<file path="config.mk">
export PLATFORM = sky130hd
export DESIGN_NAME = control_unit_flat
export DESIGN_NICKNAME = d
export VERILOG_FILES = /design/src/rtl/control_unit_if.sv /design/src/rtl/control_unit.sv /design/src/flat_wrapper.sv
export SDC_FILE = /design/constraint.sdc
export NUM_CORES = 1
export LEC_CHECK = 0
export CORE_MARGIN = 4
export CORE_UTILIZATION = 33
export CTS_CLUSTER_SIZE = 25
export DETAILED_ROUTE_END_ITERATION = 8
export GPL_TIMING_DRIVEN = 0
export PLACE_DENSITY_LB_ADDON = 0.3
export REMOVE_ABC_BUFFERS = 1
export SYNTH_ARGS = -nofsm -noshare
export SYNTH_HDL_FRONTEND = slang
export SYNTH_SLANG_ARGS = --single-unit
</file>
<file path="constraint.sdc">
create_clock -name clk -period 1.7 [get_ports clk]
set_input_delay 0.17 -clock clk [delete_from_list [all_inputs] [get_ports clk]]
set_output_delay 0.17 -clock clk [all_outputs]
set_load 0.1 [all_outputs]
</file>
<file path="src/rtl/control_unit_if.sv">
// Control/status bundle between the control_unit sequencer and the Mini SRC datapath.
// master = sequencer side (drives strobes), slave = datapath side (drives IR and CON).
interface control_unit_if #(
   parameter int OP_W = 5
);
   // Strobes are levels with no handshake: each is valid for the whole state and
   // takes effect in the datapath on the rising edge that ends that state.
   logic [31:0]     IR_Data;
   logic            CON_out;
   logic            PC_in, IR_in, Y_in, Z_in, HI_in, LO_in, MAR_in, MDR_in, OutPort_in, IncPC;
   logic            PC_out, Zhigh_out, Zlow_out, HI_out, LO_out, MDR_out, InPort_out, C_out;
   logic            Read, Write;
   logic            Gra, Grb, Grc, Rin, Rout, BAout;
   logic [OP_W-1:0] alu_instruction_bits;
   logic            run;

   modport master (
      input  IR_Data, CON_out,
      output PC_in, IR_in, Y_in, Z_in, HI_in, LO_in, MAR_in, MDR_in, OutPort_in, IncPC,
      output PC_out, Zhigh_out, Zlow_out, HI_out, LO_out, MDR_out, InPort_out, C_out,
      output Read, Write, Gra, Grb, Grc, Rin, Rout, BAout, alu_instruction_bits, run
   );

   modport slave (
      output IR_Data, CON_out,
      input  PC_in, IR_in, Y_in, Z_in, HI_in, LO_in, MAR_in, MDR_in, OutPort_in, IncPC,
      input  PC_out, Zhigh_out, Zlow_out, HI_out, LO_out, MDR_out, InPort_out, C_out,
      input  Read, Write, Gra, Grb, Grc, Rin, Rout, BAout, alu_instruction_bits, run
   );
endinterface

</file>
<file path="src/rtl/control_unit.sv">
// Hardwired Moore control sequencer for the Mini SRC datapath: fetch T0-T2,
// opcode-specific execute T3-T7, HALT parks until clr.
module control_unit #(
   parameter int OP_W = 5
) (
   input  logic           clk,
   input  logic           clr,
   control_unit_if.master bus,
   output logic [3:0]     state_o
);
   typedef enum logic [3:0] {
      S_RST, S_T0, S_T1, S_T2, S_T3, S_T4, S_T5, S_T6, S_T7, S_HALT
   } state_t;

   localparam logic [OP_W-1:0] OP_LD   = OP_W'(0);
   localparam logic [OP_W-1:0] OP_LDI  = OP_W'(1);
   localparam logic [OP_W-1:0] OP_ST   = OP_W'(2);
   localparam logic [OP_W-1:0] OP_ADD  = OP_W'(3);
   localparam logic [OP_W-1:0] OP_SHL  = OP_W'(11);
   localparam logic [OP_W-1:0] OP_ADDI = OP_W'(12);
   localparam logic [OP_W-1:0] OP_ORI  = OP_W'(14);
   localparam logic [OP_W-1:0] OP_DIV  = OP_W'(15);
   localparam logic [OP_W-1:0] OP_MUL  = OP_W'(16);
   localparam logic [OP_W-1:0] OP_NEG  = OP_W'(17);
   localparam logic [OP_W-1:0] OP_NOT  = OP_W'(18);
   localparam logic [OP_W-1:0] OP_IN   = OP_W'(22);
   localparam logic [OP_W-1:0] OP_OUT  = OP_W'(23);
   localparam logic [OP_W-1:0] OP_MFHI = OP_W'(24);
   localparam logic [OP_W-1:0] OP_MFLO = OP_W'(25);
   localparam logic [OP_W-1:0] OP_HALT = OP_W'(27);

   state_t          state_q, state_d;
   logic [OP_W-1:0] opcode;
   logic            is_reg_alu, is_imm, is_negnot, is_muldiv;
   logic            is_ld, is_ldi, is_st, is_addr, is_multi;
   logic            is_in, is_out, is_mfhi, is_mflo, is_halt;
   logic            unused_inputs;

   assign opcode     = bus.IR_Data[31 -: OP_W];
   assign is_reg_alu = (opcode >= OP_ADD) && (opcode <= OP_SHL);
   assign is_imm     = (opcode >= OP_ADDI) && (opcode <= OP_ORI);
   assign is_negnot  = (opcode == OP_NEG) || (opcode == OP_NOT);
   assign is_muldiv  = (opcode == OP_DIV) || (opcode == OP_MUL);
   assign is_ld      = (opcode == OP_LD);
   assign is_ldi     = (opcode == OP_LDI);
   assign is_st      = (opcode == OP_ST);
   assign is_in      = (opcode == OP_IN);
   assign is_out     = (opcode == OP_OUT);
   assign is_mfhi    = (opcode == OP_MFHI);
   assign is_mflo    = (opcode == OP_MFLO);
   assign is_halt    = (opcode == OP_HALT);
   // ld, ldi and st share the base+offset address computation in T3-T4
   assign is_addr    = is_ld || is_ldi || is_st;
   assign is_multi   = is_reg_alu || is_imm || is_negnot || is_muldiv || is_addr;

   // No branch instructions in this revision, so CON and the operand fields are unused.
   assign unused_inputs = ^{bus.CON_out, bus.IR_Data[31-OP_W:0]};
   assign state_o       = state_q;

   always_ff @(posedge clk or posedge clr) begin
      if (clr) begin
         state_q <= S_RST;
      end else begin
         state_q <= state_d;
      end
   end

   always_comb begin
      state_d = state_q;
      case (state_q)
         S_RST:  state_d = S_T0;
         S_T0:   state_d = S_T1;
         S_T1:   state_d = S_T2;
         S_T2:   state_d = S_T3;
         S_T3: begin
            if (is_halt)       state_d = S_HALT;
            else if (is_multi) state_d = S_T4;
            else               state_d = S_T0;
         end
         S_T4:   state_d = is_negnot ? S_T0 : S_T5;
         S_T5:   state_d = (is_muldiv || is_ld || is_st) ? S_T6 : S_T0;
         S_T6:   state_d = (is_ld || is_st) ? S_T7 : S_T0;
         S_T7:   state_d = S_T0;
         S_HALT: state_d = S_HALT;
         default: state_d = S_RST;
      endcase
   end

   always_comb begin
      bus.PC_in = 1'b0;      bus.IR_in = 1'b0;      bus.Y_in = 1'b0;
      bus.Z_in = 1'b0;       bus.HI_in = 1'b0;      bus.LO_in = 1'b0;
      bus.MAR_in = 1'b0;     bus.MDR_in = 1'b0;     bus.OutPort_in = 1'b0;
      bus.IncPC = 1'b0;      bus.PC_out = 1'b0;     bus.Zhigh_out = 1'b0;
      bus.Zlow_out = 1'b0;   bus.HI_out = 1'b0;     bus.LO_out = 1'b0;
      bus.MDR_out = 1'b0;    bus.InPort_out = 1'b0; bus.C_out = 1'b0;
      bus.Read = 1'b0;       bus.Write = 1'b0;      bus.Gra = 1'b0;
      bus.Grb = 1'b0;        bus.Grc = 1'b0;        bus.Rin = 1'b0;
      bus.Rout = 1'b0;       bus.BAout = 1'b0;
      bus.alu_instruction_bits = '0;
      bus.run = (state_q != S_HALT);
      case (state_q)
         S_T0: begin
            bus.PC_out = 1'b1; bus.MAR_in = 1'b1; bus.IncPC = 1'b1; bus.Z_in = 1'b1;
         end
         S_T1: begin
            bus.Zlow_out = 1'b1; bus.PC_in = 1'b1; bus.Read = 1'b1; bus.MDR_in = 1'b1;
         end
         S_T2: begin
            bus.MDR_out = 1'b1; bus.IR_in = 1'b1;
         end
         S_T3: begin
            if (is_reg_alu || is_imm) begin
               bus.Grb = 1'b1; bus.Rout = 1'b1; bus.Y_in = 1'b1;
            end else if (is_negnot) begin
               bus.Grb = 1'b1; bus.Rout = 1'b1; bus.Z_in = 1'b1;
               bus.alu_instruction_bits = opcode;
            end else if (is_muldiv) begin
               bus.Gra = 1'b1; bus.Rout = 1'b1; bus.Y_in = 1'b1;
            end else if (is_addr) begin
               bus.Grb = 1'b1; bus.BAout = 1'b1; bus.Y_in = 1'b1;
            end else if (is_in) begin
               bus.InPort_out = 1'b1; bus.Gra = 1'b1; bus.Rin = 1'b1;
            end else if (is_out) begin
               bus.Gra = 1'b1; bus.Rout = 1'b1; bus.OutPort_in = 1'b1;
            end else if (is_mfhi) begin
               bus.HI_out = 1'b1; bus.Gra = 1'b1; bus.Rin = 1'b1;
            end else if (is_mflo) begin
               bus.LO_out = 1'b1; bus.Gra = 1'b1; bus.Rin = 1'b1;
            end
         end
         S_T4: begin
            if (is_reg_alu) begin
               bus.Grc = 1'b1; bus.Rout = 1'b1; bus.Z_in = 1'b1;
               bus.alu_instruction_bits = opcode;
            end else if (is_imm) begin
               bus.C_out = 1'b1; bus.Z_in = 1'b1;
               bus.alu_instruction_bits = opcode;
            end else if (is_negnot) begin
               bus.Zlow_out = 1'b1; bus.Gra = 1'b1; bus.Rin = 1'b1;
            end else if (is_muldiv) begin
               bus.Grb = 1'b1; bus.Rout = 1'b1; bus.Z_in = 1'b1;
               bus.alu_instruction_bits = opcode;
            end else if (is_addr) begin
               bus.C_out = 1'b1; bus.Z_in = 1'b1;
               bus.alu_instruction_bits = OP_ADD;
            end
         end
         S_T5: begin
            if (is_reg_alu || is_imm || is_ldi) begin
               bus.Zlow_out = 1'b1; bus.Gra = 1'b1; bus.Rin = 1'b1;
            end else if (is_muldiv) begin
               bus.Zlow_out = 1'b1; bus.LO_in = 1'b1;
            end else if (is_ld || is_st) begin
               bus.Zlow_out = 1'b1; bus.MAR_in = 1'b1;
            end
         end
         S_T6: begin
            if (is_muldiv) begin
               bus.Zhigh_out = 1'b1; bus.HI_in = 1'b1;
            end else if (is_ld) begin
               bus.Read = 1'b1; bus.MDR_in = 1'b1;
            end else if (is_st) begin
               // Read stays low so MDR captures the register value from the bus
               bus.Gra = 1'b1; bus.Rout = 1'b1; bus.MDR_in = 1'b1;
            end
         end
         S_T7: begin
            if (is_ld) begin
               bus.MDR_out = 1'b1; bus.Gra = 1'b1; bus.Rin = 1'b1;
            end else if (is_st) begin
               bus.Write = 1'b1;
            end
         end
         default: ;
      endcase
   end
endmodule

</file>
<file path="src/flat_wrapper.sv">
// flat-port wrapper written by rule: the top's interface ports become plain ports
module control_unit_flat 
#(
   parameter int OP_W = 5
)
  (clk, clr, state_o, bus_IR_Data, bus_CON_out, bus_PC_in, bus_IR_in, bus_Y_in, bus_Z_in, bus_HI_in, bus_LO_in, bus_MAR_in, bus_MDR_in, bus_OutPort_in, bus_IncPC, bus_PC_out, bus_Zhigh_out, bus_Zlow_out, bus_HI_out, bus_LO_out, bus_MDR_out, bus_InPort_out, bus_C_out, bus_Read, bus_Write, bus_Gra, bus_Grb, bus_Grc, bus_Rin, bus_Rout, bus_BAout, bus_alu_instruction_bits, bus_run);
  control_unit_if #(.OP_W(OP_W)) bus_i ();
  input  logic clk;
  input  logic clr;
  output logic [3:0] state_o;
  input wire logic [$bits(bus_i.IR_Data)-1:0] bus_IR_Data;
  input wire logic [$bits(bus_i.CON_out)-1:0] bus_CON_out;
  output wire logic [$bits(bus_i.PC_in)-1:0] bus_PC_in;
  output wire logic [$bits(bus_i.IR_in)-1:0] bus_IR_in;
  output wire logic [$bits(bus_i.Y_in)-1:0] bus_Y_in;
  output wire logic [$bits(bus_i.Z_in)-1:0] bus_Z_in;
  output wire logic [$bits(bus_i.HI_in)-1:0] bus_HI_in;
  output wire logic [$bits(bus_i.LO_in)-1:0] bus_LO_in;
  output wire logic [$bits(bus_i.MAR_in)-1:0] bus_MAR_in;
  output wire logic [$bits(bus_i.MDR_in)-1:0] bus_MDR_in;
  output wire logic [$bits(bus_i.OutPort_in)-1:0] bus_OutPort_in;
  output wire logic [$bits(bus_i.IncPC)-1:0] bus_IncPC;
  output wire logic [$bits(bus_i.PC_out)-1:0] bus_PC_out;
  output wire logic [$bits(bus_i.Zhigh_out)-1:0] bus_Zhigh_out;
  output wire logic [$bits(bus_i.Zlow_out)-1:0] bus_Zlow_out;
  output wire logic [$bits(bus_i.HI_out)-1:0] bus_HI_out;
  output wire logic [$bits(bus_i.LO_out)-1:0] bus_LO_out;
  output wire logic [$bits(bus_i.MDR_out)-1:0] bus_MDR_out;
  output wire logic [$bits(bus_i.InPort_out)-1:0] bus_InPort_out;
  output wire logic [$bits(bus_i.C_out)-1:0] bus_C_out;
  output wire logic [$bits(bus_i.Read)-1:0] bus_Read;
  output wire logic [$bits(bus_i.Write)-1:0] bus_Write;
  output wire logic [$bits(bus_i.Gra)-1:0] bus_Gra;
  output wire logic [$bits(bus_i.Grb)-1:0] bus_Grb;
  output wire logic [$bits(bus_i.Grc)-1:0] bus_Grc;
  output wire logic [$bits(bus_i.Rin)-1:0] bus_Rin;
  output wire logic [$bits(bus_i.Rout)-1:0] bus_Rout;
  output wire logic [$bits(bus_i.BAout)-1:0] bus_BAout;
  output wire logic [$bits(bus_i.alu_instruction_bits)-1:0] bus_alu_instruction_bits;
  output wire logic [$bits(bus_i.run)-1:0] bus_run;
  assign bus_i.IR_Data = bus_IR_Data;
  assign bus_i.CON_out = bus_CON_out;
  assign bus_PC_in = bus_i.PC_in;
  assign bus_IR_in = bus_i.IR_in;
  assign bus_Y_in = bus_i.Y_in;
  assign bus_Z_in = bus_i.Z_in;
  assign bus_HI_in = bus_i.HI_in;
  assign bus_LO_in = bus_i.LO_in;
  assign bus_MAR_in = bus_i.MAR_in;
  assign bus_MDR_in = bus_i.MDR_in;
  assign bus_OutPort_in = bus_i.OutPort_in;
  assign bus_IncPC = bus_i.IncPC;
  assign bus_PC_out = bus_i.PC_out;
  assign bus_Zhigh_out = bus_i.Zhigh_out;
  assign bus_Zlow_out = bus_i.Zlow_out;
  assign bus_HI_out = bus_i.HI_out;
  assign bus_LO_out = bus_i.LO_out;
  assign bus_MDR_out = bus_i.MDR_out;
  assign bus_InPort_out = bus_i.InPort_out;
  assign bus_C_out = bus_i.C_out;
  assign bus_Read = bus_i.Read;
  assign bus_Write = bus_i.Write;
  assign bus_Gra = bus_i.Gra;
  assign bus_Grb = bus_i.Grb;
  assign bus_Grc = bus_i.Grc;
  assign bus_Rin = bus_i.Rin;
  assign bus_Rout = bus_i.Rout;
  assign bus_BAout = bus_i.BAout;
  assign bus_alu_instruction_bits = bus_i.alu_instruction_bits;
  assign bus_run = bus_i.run;
  control_unit #(.OP_W(OP_W)) u_core (.clk(clk), .clr(clr), .bus(bus_i), .state_o(state_o));
endmodule
</file>
==> flow_summary.yaml, run 1 <==
outcome:
  outcome: "complete, but fails checks"
  violations: "setup timing"
final_layout:
  drive_above_1_share_pct: 65.4
  diodes: 0
  largest_register_ffs: 4
  fillers: 97
  areaGrowthSynthToFinish_pct: 147
  stdcell_area_mm2: 0.00217
  nets: 242
drt:
  vias: 1663
  drt_iter0_markers: 192
  vias_per_cell: 7.08
  firstDrtPassIters: 4
  wire_per_inst_um: 26.3
  drtAntennaViolNets: 0
  wl_met1_mm: 2.17
  route.met2.wl_mm: 2.75
  dr_wl_met3_um: 743
  drc_errors: 0
  drt_wl_total_mm: 6.18
  highest_layer: "met4"
critical_path:
  crit_path_end: "bus_Rout"
  r2r_end: "u_core.state_o[3]$_DFF_PP0_"
  startpoint_type: "register"
  cp.required_ns: 1.53
  path_class: "register to output port"
  slowest_delay_ns: 0.44
  cp-end-kind: "output port"
  r2r_start: "u_core.state_o[3]$_DFF_PP0_"
  startpoint: "u_core.state_o[3]$_DFF_PP0_"
  cpMaxStageDelayCell: "dfrtp_2"
  reg2reg_slack_ns: -0.14
  worst-r2r-cell-count: 6
  critPathMaxFanout: 6
  worstPathCellList: "nand2b_4 -> nor3_4 -> o221ai_1 -> nand4_1 -> buf_8"
  cp_data_arrival_time_ns: 1.97
clock_tree:
  worstSkewPairLatency_ns: 0.24
  cts.sinks: 4
  cts-root-buf: "clkbuf_4"
  cts_tree: "done"
  cts_inserted_buffers: 3
  clock_path_buffers: 2
  h-tree-depth: 1
  clkTransAtPathRegs_ns: 0.04
timing:
  period_needed_ns: 2.14
  final_hold_viol_count: 0
  skew_ns: 0.00314
  hold_ws_ns: 0.113
  rsz0062_at_grt: "yes"
  tightest_slew_ns: 0.954
  final_max_slew_viol_count: 0
  setup_viol: 28
  max-slew-margin-rel_pct: 36.6
  final.setup.worst_slack_ns: -0.440
  min_period_over_period_pct: 126
  fmaxAchievable_ghz: 0.467
  tns_ns: -6.81
global_routing:
  grt_pass1_vias: 1567
  grt_pass1_wl_mm: 7.86
  grt_usage_pct: 29.1
  antenna_found_initial: 0
  grt.overflow.total: 0
  grt_max_degree: 19
floorplan:
  initial_core_util_pct: 35.2
  rows: 18
  die_h_um: 59.6
  die_area_mm2: 0.00356
  core_area_mm2: 0.00250
  io_pins: 71
  die_width_um: 59.6
synthesis:
  synth_area_per_cell_um2: 6.37
  synth_area_um2: 880
  ys_async_sr_fraction_pct: 100
  yosys-top-cells-area: "dfrtp_1, nor2_1, nand2_1"
  yosysWarnings: 0
  synthFlopType: "dfrtp_1"
  ys_types: 46
  synth_top_area_share_pct: 11.4
  synth-seq-cells: 4
  synth.most_common_cell: "nor2_1"
  synth_area_leader_cell: "dfrtp_1"
  synthCells: 138
  ys_top_cells_by_count: "nor2_1, nand2_1, nor3_1"
  synth_edf_count: 0
  yosysSeqAreaShare_pct: 11.4
power:
  p_leak_nw: 0.900
  p_per_area_mw_per_mm2: 1750
  peakVddDrop_mv: 1.91
  total_power_mw: 3.81
placement:
  place.gp.congestion: 0.855
  postPlaceCellArea_mm2: 0.00125
  dp_hpwl_mm: 2.13
  portBuffers: 42
run:
  max-cap-violations: 0
worst_hold_path:
  hold_path.class: "input port to asynchronous set/reset pin"
-- report_power, final --
group	internal [mW]	leakage [nW]	total (mW)	switching, mW
clock	0.0790	0.0138	0.118	0.0395
combinational	1.09	0.841	3.46	2.37
sequential	0.140	0.0455	0.224	0.0843
total	1.31	0.900	3.81	2.50
-- what timing repair did --
action                                  in CTS  in global routing
hold buffers                                 0                  0
gates cloned                                 1                  0
pin swaps                                   19                 13
resized for setup                          344                 59
buffers inserted                            29                  8
endpoints found under the setup margin      40                 31
-- logic make-up (layout without fill, tap and decap cells) --
| kind of cell | count (synthesis) | after routing | synth area share [%] |
|---|---|---|---|
| flip-flops | 4 | 4 | 11.4 |
| AO/OA/AOI/OAI | 33 | 33 | 26.6 |
| multiplexers | 2 | 2 | 2.28 |
| AND/OR/NAND/NOR | 75 | 76 | 46.2 |
| buffers and inverters | 24 | 90 | 13.5 |
-- worst max-delay path, delay by kind of cell, from the launching register on --
kind / cells / cell delay (ns)
simple gates: 3 / 0.80
flops: 1 / 0.44
compound gates: 1 / 0.26
buf+inv: 1 / 0.22
-- area by class of cell --
class                           instances  area, µm²  area share [%]
Clock buffer                            3       22.5            1.04
Inverter                                8       30.0            1.38
Multi-Input combinational cell        111       1000            46.1
Sequential cell                         4        105            4.84
Tap cell                               30       37.5            1.73
Timing Repair Buffer                   79        975            44.9
-- per-layer routing --
metal	GRT usage [%]	up-vias
met4	20.6	0
met3	7.41	64
met2	49.0	192
li1	-	639
met5	0	-
met1	31.5	768
-- cells in the final DEF, fill, tap and decap left out, types with 3 or more instances in the layout --
master,Yosys,layout
buf_4,2,32
buf_12,0,22
buf_6,2,14
nor2_1,18,12
nand2_1,13,8
inv_1,8,7
a21oi_1,6,5
nand4_1,5,5
buf_8,0,5
nand2b_1,7,4
nor3_4,0,4
nand2_2,0,4
clkbuf_4,0,4
dfrtp_2,0,4
nand2b_4,1,3
nor2_2,0,3
nor2_4,0,3
o211ai_1,3,3
nor3_1,9,3
nand3_1,6,3
clkdlybuf4s15_2,0,3
-- per-stage QoR --
| step | setup slack, ns | std cells | utilization [%] |
|---|---|---|---|
| after floorplan | -4.98 | 122 | - |
| after global placement | -1.82 | 194 | 49.9 |
| after detailed placement | -1.76 | 194 | 49.9 |
| after CTS | -0.181 | 227 | 73.5 |
| after global routing | -0.493 | 235 | 86.8 |
| final | -0.440 | 235 | 86.8 |
-- worst min-delay path by stage --
stage / from / end / slack (ns)
detailed placement: clr / u_core.state_o[1]$_DFF_PP0_ / 0.36
CTS: clr / u_core.state_o[1]$_DFF_PP0_ / 0.12
global route: clr / u_core.state_o[0]$_DFF_PP0_ / 0.13
finish: clr / u_core.state_o[3]$_DFF_PP0_ / 0.11
floorplan: clr / u_core.state_o[0]$_DFF_PP0_ / -0.06
global placement: clr / u_core.state_o[1]$_DFF_PP0_ / 0.36
No activity file was read; power rests on OpenSTA's default activity.
==> inputs of run 2 (changes only) <==
--- a/config.mk
+++ b/config.mk
@@ -5,6 +5,7 @@
 export SDC_FILE = /design/constraint.sdc
 export NUM_CORES = 1
 export LEC_CHECK = 0
+export CAP_MARGIN = 10
 export CORE_MARGIN = 4
 export CORE_UTILIZATION = 33
 export CTS_CLUSTER_SIZE = 25
==> results of run 2 <==
The final DEF is identical to that of run 1; final timing and power are the same.
